File: src/rtl/mips_cpu_pkg.sv
// Shared types for the MIPS pipeline: data words, register names and the
// memory-stage descriptor, state and exception encodings.
package mips_cpu_pkg;

    typedef logic [31:0] word_t;
    typedef logic [63:0] double_word_t;

    typedef enum logic [4:0] {
        REG_ZERO, REG_AT, REG_V0, REG_V1, REG_A0, REG_A1, REG_A2, REG_A3,
        REG_T0, REG_T1, REG_T2, REG_T3, REG_T4, REG_T5, REG_T6, REG_T7,
        REG_S0, REG_S1, REG_S2, REG_S3, REG_S4, REG_S5, REG_S6, REG_S7,
        REG_T8, REG_T9, REG_K0, REG_K1, REG_GP, REG_SP, REG_FP, REG_RA
    } reg_enum;

    typedef enum logic [1:0] {
        MEM_B = 2'd0,
        MEM_H = 2'd1,
        MEM_W = 2'd2
    } memsize_enum;

    typedef struct packed {
        logic        is_load;
        logic        is_store;
        memsize_enum size;
        logic        sign_ext;
    } memop_struct;

    typedef enum logic {
        MS_IDLE = 1'b0,
        MS_BUS  = 1'b1
    } mem_state_enum;

    // Codes follow the MIPS Cause.ExcCode numbering for address errors
    typedef enum logic [4:0] {
        EXC_NONE = 5'd0,
        EXC_ADEL = 5'd4,
        EXC_ADES = 5'd5
    } excode_enum;

    function automatic logic memop_is_mem(input memop_struct m);
        return m.is_load | m.is_store;
    endfunction

endpackage

File: src/rtl/mem_lsu_align.sv
// Combinational lane logic for the memory stage: store alignment check,
// byte enables and data replication, and load lane extraction/extension.
module mem_lsu_align
    import mips_cpu_pkg::*;
(
    input  logic [1:0]  req_off,
    input  memsize_enum req_size,
    input  word_t       req_dmdin,
    output logic        req_aligned,
    output logic [3:0]  req_be,
    output word_t       req_wdata,
    input  logic [1:0]  rsp_off,
    input  memsize_enum rsp_size,
    input  logic        rsp_sign_ext,
    input  word_t       rsp_rdata,
    output word_t       rsp_data
);

    logic [7:0]  lane_b;
    logic [15:0] lane_h;

    always_comb begin
        req_aligned = 1'b1;
        req_be      = 4'b1111;
        req_wdata   = req_dmdin;
        case (req_size)
            MEM_B: begin
                req_be    = 4'b0001 << req_off;
                req_wdata = {4{req_dmdin[7:0]}};
            end
            MEM_H: begin
                req_aligned = ~req_off[0];
                req_be      = req_off[1] ? 4'b1100 : 4'b0011;
                req_wdata   = {2{req_dmdin[15:0]}};
            end
            default: req_aligned = (req_off == 2'b00);
        endcase
    end

    always_comb begin
        lane_b = rsp_rdata[{rsp_off, 3'b000} +: 8];
        lane_h = rsp_off[1] ? rsp_rdata[31:16] : rsp_rdata[15:0];
        case (rsp_size)
            MEM_B:   rsp_data = {{24{rsp_sign_ext & lane_b[7]}}, lane_b};
            MEM_H:   rsp_data = {{16{rsp_sign_ext & lane_h[15]}}, lane_h};
            default: rsp_data = rsp_rdata;
        endcase
    end

endmodule

File: src/rtl/stage_mem.sv
// Memory-access pipeline stage: issues loads/stores on the req/ack bus,
// stalls upstream while an access is outstanding, registers results to MEM/WB.
//
// state   | meaning
// MS_IDLE | no access outstanding; non-memory results pass through
// MS_BUS  | dm_req held with latched address/data until dm_ack
module stage_mem
    import mips_cpu_pkg::*;
#(
    parameter int ADDR_W = 32
) (
    input  logic               cpu_clk_50M,
    input  logic               cpu_rst_n,
    input  logic               mem_i_valid,
    input  logic               mem_i_dm2rf,
    input  logic               mem_i_hilowe,
    input  logic               mem_i_rfwe,
    input  reg_enum            mem_i_rfwa,
    input  double_word_t       mem_i_mulres,
    input  word_t              mem_i_alures,
    input  word_t              mem_i_dmdin,
    input  memop_struct        mem_i_memop,
    output logic               mem_o_stallreq,
    output logic               dm_req,
    output logic               dm_we,
    output logic [3:0]         dm_be,
    output logic [ADDR_W-1:0]  dm_addr,
    output word_t              dm_wdata,
    input  logic               dm_ack,
    input  word_t              dm_rdata,
    output logic               mem_o_valid,
    output logic               mem_o_dm2rf,
    output logic               mem_o_hilowe,
    output logic               mem_o_rfwe,
    output reg_enum            mem_o_rfwa,
    output double_word_t       mem_o_mulres,
    output word_t              mem_o_wbdata,
    output excode_enum         mem_o_excode
);

    mem_state_enum state_q, state_d;
    logic          is_mem, aligned, misal, accept;
    logic [3:0]    be_in;
    word_t         wdata_in, ld_data;

    word_t         alures_q, wdata_q;
    logic [3:0]    be_q;
    logic          we_q, is_load_q, sign_ext_q;
    memsize_enum   size_q;
    logic          dm2rf_q, hilowe_q, rfwe_q;
    reg_enum       rfwa_q;
    double_word_t  mulres_q;

    mem_lsu_align u_align (
        .req_off      (mem_i_alures[1:0]),
        .req_size     (mem_i_memop.size),
        .req_dmdin    (mem_i_dmdin),
        .req_aligned  (aligned),
        .req_be       (be_in),
        .req_wdata    (wdata_in),
        .rsp_off      (alures_q[1:0]),
        .rsp_size     (size_q),
        .rsp_sign_ext (sign_ext_q),
        .rsp_rdata    (dm_rdata),
        .rsp_data     (ld_data)
    );

    assign is_mem = mem_i_valid & memop_is_mem(mem_i_memop);
    assign misal  = is_mem & ~aligned;

    always_ff @(posedge cpu_clk_50M or negedge cpu_rst_n) begin
        if (!cpu_rst_n) state_q <= MS_IDLE;
        else            state_q <= state_d;
    end

    always_comb begin
        state_d        = state_q;
        accept         = 1'b0;
        mem_o_stallreq = 1'b0;
        case (state_q)
            MS_IDLE: begin
                if (is_mem && aligned) begin
                    accept         = 1'b1;
                    mem_o_stallreq = 1'b1;
                    state_d        = MS_BUS;
                end
            end
            MS_BUS: begin
                mem_o_stallreq = ~dm_ack;
                if (dm_ack) state_d = MS_IDLE;
            end
            default: state_d = MS_IDLE;
        endcase
    end

    // dm_req comes straight from the state flop so reset drops it asynchronously
    assign dm_req   = (state_q == MS_BUS);
    assign dm_we    = we_q;
    assign dm_be    = be_q;
    assign dm_wdata = wdata_q;
    assign dm_addr  = {alures_q[ADDR_W-1:2], 2'b00};

    always_ff @(posedge cpu_clk_50M or negedge cpu_rst_n) begin
        if (!cpu_rst_n) begin
            alures_q   <= '0;
            wdata_q    <= '0;
            be_q       <= '0;
            we_q       <= 1'b0;
            is_load_q  <= 1'b0;
            sign_ext_q <= 1'b0;
            size_q     <= MEM_B;
            dm2rf_q    <= 1'b0;
            hilowe_q   <= 1'b0;
            rfwe_q     <= 1'b0;
            rfwa_q     <= REG_ZERO;
            mulres_q   <= '0;
        end else if (accept) begin
            alures_q   <= mem_i_alures;
            wdata_q    <= wdata_in;
            be_q       <= be_in;
            we_q       <= mem_i_memop.is_store;
            is_load_q  <= mem_i_memop.is_load;
            sign_ext_q <= mem_i_memop.sign_ext;
            size_q     <= mem_i_memop.size;
            dm2rf_q    <= mem_i_dm2rf;
            hilowe_q   <= mem_i_hilowe;
            rfwe_q     <= mem_i_rfwe;
            rfwa_q     <= mem_i_rfwa;
            mulres_q   <= mem_i_mulres;
        end
    end

    always_ff @(posedge cpu_clk_50M or negedge cpu_rst_n) begin
        if (!cpu_rst_n) begin
            mem_o_valid  <= 1'b0;
            mem_o_dm2rf  <= 1'b0;
            mem_o_hilowe <= 1'b0;
            mem_o_rfwe   <= 1'b0;
            mem_o_rfwa   <= REG_ZERO;
            mem_o_mulres <= '0;
            mem_o_wbdata <= '0;
            mem_o_excode <= EXC_NONE;
        end else if (state_q == MS_IDLE) begin
            if (accept) begin
                mem_o_valid  <= 1'b0;
                mem_o_dm2rf  <= 1'b0;
                mem_o_hilowe <= 1'b0;
                mem_o_rfwe   <= 1'b0;
            end else begin
                mem_o_valid  <= mem_i_valid;
                mem_o_dm2rf  <= mem_i_dm2rf & ~misal;
                mem_o_hilowe <= mem_i_hilowe & ~misal;
                mem_o_rfwe   <= mem_i_rfwe & ~misal;
                mem_o_rfwa   <= mem_i_rfwa;
                mem_o_mulres <= mem_i_mulres;
                mem_o_wbdata <= mem_i_alures;
                mem_o_excode <= !misal ? EXC_NONE :
                                mem_i_memop.is_load ? EXC_ADEL : EXC_ADES;
            end
        end else if (dm_ack) begin
            mem_o_valid  <= 1'b1;
            mem_o_dm2rf  <= dm2rf_q;
            mem_o_hilowe <= hilowe_q;
            mem_o_rfwe   <= rfwe_q;
            mem_o_rfwa   <= rfwa_q;
            mem_o_mulres <= mulres_q;
            mem_o_wbdata <= is_load_q ? ld_data : alures_q;
            mem_o_excode <= EXC_NONE;
        end
    end

endmodule

File: config.mk
export PLATFORM = sky130hd
export DESIGN_NAME = stage_mem
export DESIGN_NICKNAME = d
export VERILOG_FILES = /design/src/rtl/mips_cpu_pkg.sv /design/src/rtl/mem_lsu_align.sv /design/src/rtl/stage_mem.sv
export SDC_FILE = /design/constraint.sdc
export NUM_CORES = 1
export LEC_CHECK = 0
export CORE_AREA = 4 4 198 200
export DETAILED_ROUTE_END_ITERATION = 7
export DIE_AREA = 0 0 202 204
export SLEW_MARGIN = 40
export SYNTH_ARGS = -nofsm -noshare
export SYNTH_HDL_FRONTEND = slang
export SYNTH_HIERARCHICAL = 1
export SYNTH_SLANG_ARGS = --single-unit
File: constraint.sdc
create_clock -name cpu_clk_50M -period 2.03 [get_ports cpu_clk_50M]
set_clock_uncertainty 0.2 [all_clocks]
set_input_delay 0.203 -clock cpu_clk_50M [delete_from_list [all_inputs] [get_ports cpu_clk_50M]]
set_output_delay 0.203 -clock cpu_clk_50M [all_outputs]
set_load 0.03 [all_outputs]
After elaboration in Yosys (flattened, before gate mapping). Index checks and enable logic that the tools add are counted.

Logic and storage cells: 83. Register bits after elaboration: 256. Output and inout bits: 181. Input bits: 177.

Multiplexer cells: 38. Reductions and logical operators: 5. Equality and inequality tests: 4. Shift operators: 2. Bitwise operators: 13.

Operators by type and width (count): 64-bit 2-to-1 mux (3); 32-bit 2-to-1 mux (4); 32-bit case mux with 2 select lines (2); 32-bit by 6-bit variable part select with 8-bit output (1); 5-bit 2-to-1 mux (6); 1-bit 2-to-1 mux (16); 16-bit 2-to-1 mux (1); 4-bit case mux with 2 select lines (1); 1-bit bitwise AND (7); 2-bit zero test (3); 1-bit case mux with 2 select lines (3); 1-bit NOT (5); 2-bit by 1-bit == test with 1-bit output (second input constant) (2); 4-bit 2-to-1 mux (1); 2-bit inequality test (second input constant) (2); 1-bit by 2-bit << shifter with 4-bit output (first input constant) (1); 3-bit 2-to-1 mux (1); 2-bit AND reduction (1); 1-bit logical AND (1); 1-bit OR (1).

Logic depth before layout (Yosys ltp).
Depth in word-level cells: 8. Gate-level depth with buffers: 10. Mapped depth without buffers: 7.

Modules after synthesis. Netlist, hierarchy kept.

Modules (own cells, without submodules): stage_mem (cells each 869, instances 1, seq. area each 6331.1 um^2, area an instance 11793.8 um^2); mem_lsu_align (cells each 180, instances 1, seq. area each 0.0 um^2, area an instance 1194.9 um^2).

Least setup slack after synthesis. No wires, ideal clock.

Path type: input-to-output. From: input port mem_i_memop[2] in the netlist's numbering. To: output port mem_o_stallreq. Required time: 1.627 ns. Stages on the path: 9. Buffers on the path: 4. Path slack: -0.206 ns. Arrival time: 1.833 ns. Path through: clkbuf_1 > a21o_1 > o21ai_0 > inv_1 > or3_1 > clkbuf_1 > buf_6 > buf_6 > nand2_1.

Cells in the longest elaborated chain, start to end: 5. Elaborated cells between the ends (all ways): 6. Those cells by class: 1 x eq/ne; 3 x mux; 2 x reduce/logical.

RTL lines: from (decl) (RTL line stage_mem.sv:22) `input memop_struct mem_i_memop,`; 2-bit by 1-bit == test with 1-bit output / 2-bit zero test (equally long branches) (RTL line mem_lsu_align.sv:26) `case (req_size)`; 1-bit case mux with 2 select lines * (RTL line mem_lsu_align.sv:26); net aligned (RTL line stage_mem.sv:42) `logic is_mem, aligned, misal, accept;`; 1-bit logical AND * (RTL line stage_mem.sv:82) `if (is_mem && aligned) begin`; 1-bit 2-to-1 mux * (RTL line stage_mem.sv:82); 1-bit case mux with 2 select lines * (RTL line stage_mem.sv:80) `case (state_q)`; to (decl) (RTL line stage_mem.sv:23) `output logic mem_o_stallreq,`.

The timed path passes the listed nets; every way through them passes the cells marked *.

Final worst setup path.
From: register alures_q[1]. To: register mem_o_wbdata[19].

Cells in the longest elaborated chain, start to end: 6. Elaborated cells between the ends (all ways): 8. Those cells by class: 1 x shift; 5 x mux; 2 x bitwise.

RTL lines: from (decl) (RTL line stage_mem.sv:46) `word_t alures_q, wdata_q;`; from (signal assigned) (RTL line stage_mem.sv:118) `alures_q <= mem_i_alures;`; 32-bit by 6-bit variable part select with 8-bit output / 16-bit 2-to-1 mux (equally long branches) (RTL line mem_lsu_align.sv:41, mem_lsu_align.sv:42); 1-bit bitwise AND (on tied branches) (RTL line mem_lsu_align.sv:44, mem_lsu_align.sv:45); 32-bit case mux with 2 select lines * (RTL line mem_lsu_align.sv:43) `case (rsp_size)`; net ld_data[19] (RTL line stage_mem.sv:44) `word_t wdata_in, ld_data;`; 32-bit 2-to-1 mux * (RTL line stage_mem.sv:167) `mem_o_wbdata <= is_load_q ? ld_data : alures_q;`; 32-bit 2-to-1 mux * (RTL line stage_mem.sv:160) `end else if (dm_ack) begin`; 32-bit 2-to-1 mux * (RTL line stage_mem.sv:143) `end else if (state_q == MS_IDLE) begin`; to (signal assigned) (RTL line stage_mem.sv:156) `mem_o_wbdata <= mem_i_alures;`; to (signal assigned) (RTL line stage_mem.sv:167); to (decl) (RTL line stage_mem.sv:37) `output word_t mem_o_wbdata,`.

The timed path passes the listed nets; every way through them passes the cells marked *. The select of a mux whose other input is x is not followed. A chain may end at the register's enable or synchronous reset.

==> flow_metrics.py <==
metrics = {
    "run_status": {
        "status": "finished, violations left",
        "violations": "setup timing",
    },
    "routing": {
        "initialDrtViolationCount": 560,
        "first_pass_iters": 4,
        "vias": 10198,
        "wl_per_cell_um": 22.6,
        "wirelength_um": 44200,
        "vias_per_cell": 5.20,
        "final_antenna_net_count": 0,
        "drcViolationCount": 0,
    },
    "yosys": {
        "synthCells": 1049,
        "yosysWarnings": 6,
        "synth.distinct_cells": 38,
        "synth_edf_count": 0,
        "synthFlopType": "dfrtp_1",
        "ys_seq_area_share_pct": 48.7,
        "synth_top_cells_by_area": "dfrtp_1 (49%), mux2_2 (8.8%), mux2i_1 (8.6%)",
        "yosys.area.top_type_share_pct": 48.7,
        "synth_area_leader_cell": "dfrtp_1",
        "syn_area_per_cell_sq_um": 12.4,
        "async_reset_ff_share_pct": 100,
        "synthTopCellsByCount": "dfrtp_1 (253), mux2i_1 (111), mux2_2 (102), a221o_1 (101), nor2b_1 (80)",
        "syn-cell-area_sq_um": 13000,
        "synth-seq-cells": 253,
        "synth.most_common_cell": "dfrtp_1",
    },
    "cells_and_area": {
        "area_delta_synth_final_pct": 46.5,
        "stdcell_area_sq_um": 19000,
        "drive_gt1_share_pct": 27.3,
        "utilization_pct": 50.9,
        "nets": 1602,
    },
    "placement": {
        "gp_congestion": 0.881,
        "io_buffers": 352,
        "place_area_sq_um": 17300,
        "dpl.hpwl_um": 29400,
    },
    "sta": {
        "relSlewSlack_pct": 66.5,
        "finalHoldViolations": 0,
        "period_minus_slack_ps": 2210,
        "rsz0062_at_grt": "yes",
        "fin_ws_ps": -184,
        "fin_tns_setup_ps": -3750,
        "post-route-period-util_pct": 109,
        "setup_violations": 44,
        "maxClockFrequency_mhz": 452,
        "slew_violations": 0,
        "tightest_slew_ps": 503,
    },
    "grt": {
        "grt_max_degree": 69,
        "overflow": 0,
        "grt_usage_pct": 19.9,
        "grt_first_pass_wirelength_um": 65200,
        "first_global_vias": 10658,
        "antenna_found_initial": 3,
    },
    "cts": {
        "htree_levels": 1,
        "cts.sinks": 253,
        "clock_tree.buffer_depth": 3,
        "root_buffer": "clkbuf_16",
        "clock_latency_ps": 550,
        "cts_tree": "yes",
        "cts.clk_slew.worst_paths_ps": 60,
        "cts_buffers": 30,
    },
    "floorplanning": {
        "die_area_sq_um": 41200,
        "die_h_um": 204,
        "chipWidth_um": 202,
        "start_util_pct": 34.7,
        "io_pins": 358,
        "core-area_sq_um": 37400,
        "rows": 71,
    },
    "power_and_ir_drop": {
        "leakage_nw": 8.92,
        "peakVddDrop_v": 0.000549,
        "finalPower_mw": 21.0,
        "powerDensity_nw_per_um2": 1100,
    },
    "worst_setup_path": {
        "crit_required_ps": 2260,
        "crit_type": "reg -> reg",
        "arrival_ps": 2450,
        "startpoint_type": "register",
        "cp-end-kind": "register",
        "crit_fanout": 16,
    },
    "worst_hold_path": {
        "hold_path.class": "in -> reg",
    },
    "job": {
        "cap_viol_max_count": 0,
    },
}
-- routing by layer --
layer	part of all wire (%)	wire (um)	GRT usage, %	vias up
li1	-	-	-	4590
met1	43	19000	26.0	5139
met2	47	20700	32.8	383
met3	7.3	3210	5.22	84
met4	3.0	1310	5.40	2
met5	0.025	11	0	-
-- cell families (layout without fill, tap and decap cells) --
family	after synthesis	in the layout	synth area share (%)
compound gates	239	239	13.8
flops	253	253	48.7
buf+inv	133	527	6.03
simple gates	139	139	5.84
other cells	1	7	0.0289
mux	284	284	25.6
-- repair_timing --
action | 4_1_cts | 5_1_grt
hold endpoints to repair | 253 | 0
gates cloned | 2 | 11
hold buffers | 2 | 0
endpoints found under the setup margin | 171 | 154
buffers inserted | 13 | 6
resized for setup | 189 | 58
pin swaps | 23 | 14
-- worst max-delay path, stage by stage, from the launching register on --
cell	delay, ps
dfrtp_2	470
mux2_4	330
a22oi_2	190
and2_4	180
buf_12	150
a21oi_1	70
mux2i_1	170
a21oi_1	90
a221o_1	250
-- worst paths after layout --
check,start,endpoint,slack [ps],cells after the start
setup / recovery,alures_q[1],mem_o_wbdata[19],-180,8
hold / removal,dm_ack,mem_o_wbdata[5],40,3
setup reg to reg,alures_q[1],mem_o_wbdata[19],-180,8
hold reg to reg,mulres_q[16],mulres_q[16],300,1
max in group asynchronous,cpu_rst_n,dm_req,1100,3
min in group asynchronous,cpu_rst_n,alures_q[27],110,3
-- final cells by class --
type                       instances  area [sq um]
fill                            3317         18400
sequential                       253          6340
multi-input combinational        667          6120
timing repair buffer             470          4870
clock buffer                      43           861
tap                              511           639
clock inverter                    11           184
inverter                           3          11.3
antenna                            2          5.00
-- layout by cell type (no fill, tap or decap), types with 8 or more instances in the layout --
cell             synthesis  routed
buf_6                    9      14
clkbuf_1                41       8
clkdlybuf4s50_1          0     176
dlygate4sd2_1            0     140
nand2_1                 43      42
buf_12                   0      19
a21oi_2                 10      20
a221o_1                101     101
dfrtp_1                253     250
mux2i_1                111     111
mux2_2                 102      96
o21ai_0                 51      45
buf_4                   44      73
a22oi_2                  1       8
mux2_4                  70      77
dlymetal6s2s_1           0      31
o21ai_2                  1       9
nor2b_1                 80      79
clkbuf_16                0      39
a21oi_1                 56      42
-- sequential cells by signal (all words and copies together) (netlist names), 2 cells and up --
| register | flops |
|---|---|
| mem_o_mulres | 64 |
| mulres_q | 64 |
| alures_q | 32 |
| dm_wdata | 32 |
| mem_o_wbdata | 32 |
| mem_o_rfwa | 5 |
| rfwa_q | 5 |
| dm_be | 4 |
| mem_o_excode | 2 |
| size_q | 2 |
-- through the flow --
| stage | setup slack, ps | hold WS (ps) | std cells |
|---|---|---|---|
| after global placement | -459 | -64.8 | 1874 |
| after detailed placement | -464 | -63.7 | 1874 |
| final | -184 | 36.0 | 1960 |
| after floorplan | -80.3 | -293 | 1053 |
| after global routing | -253 | 35.6 | 1960 |
| after CTS | -195 | 11.0 | 1945 |
-- report_power, final --
group / switching (mW) / total, mW / internal, mW
clock: 2.17 / 5.73 / 3.56
combinational: 4.31 / 8.08 / 3.77
sequential: 0.869 / 7.16 / 6.29
(Power assumes the default switching activity.)
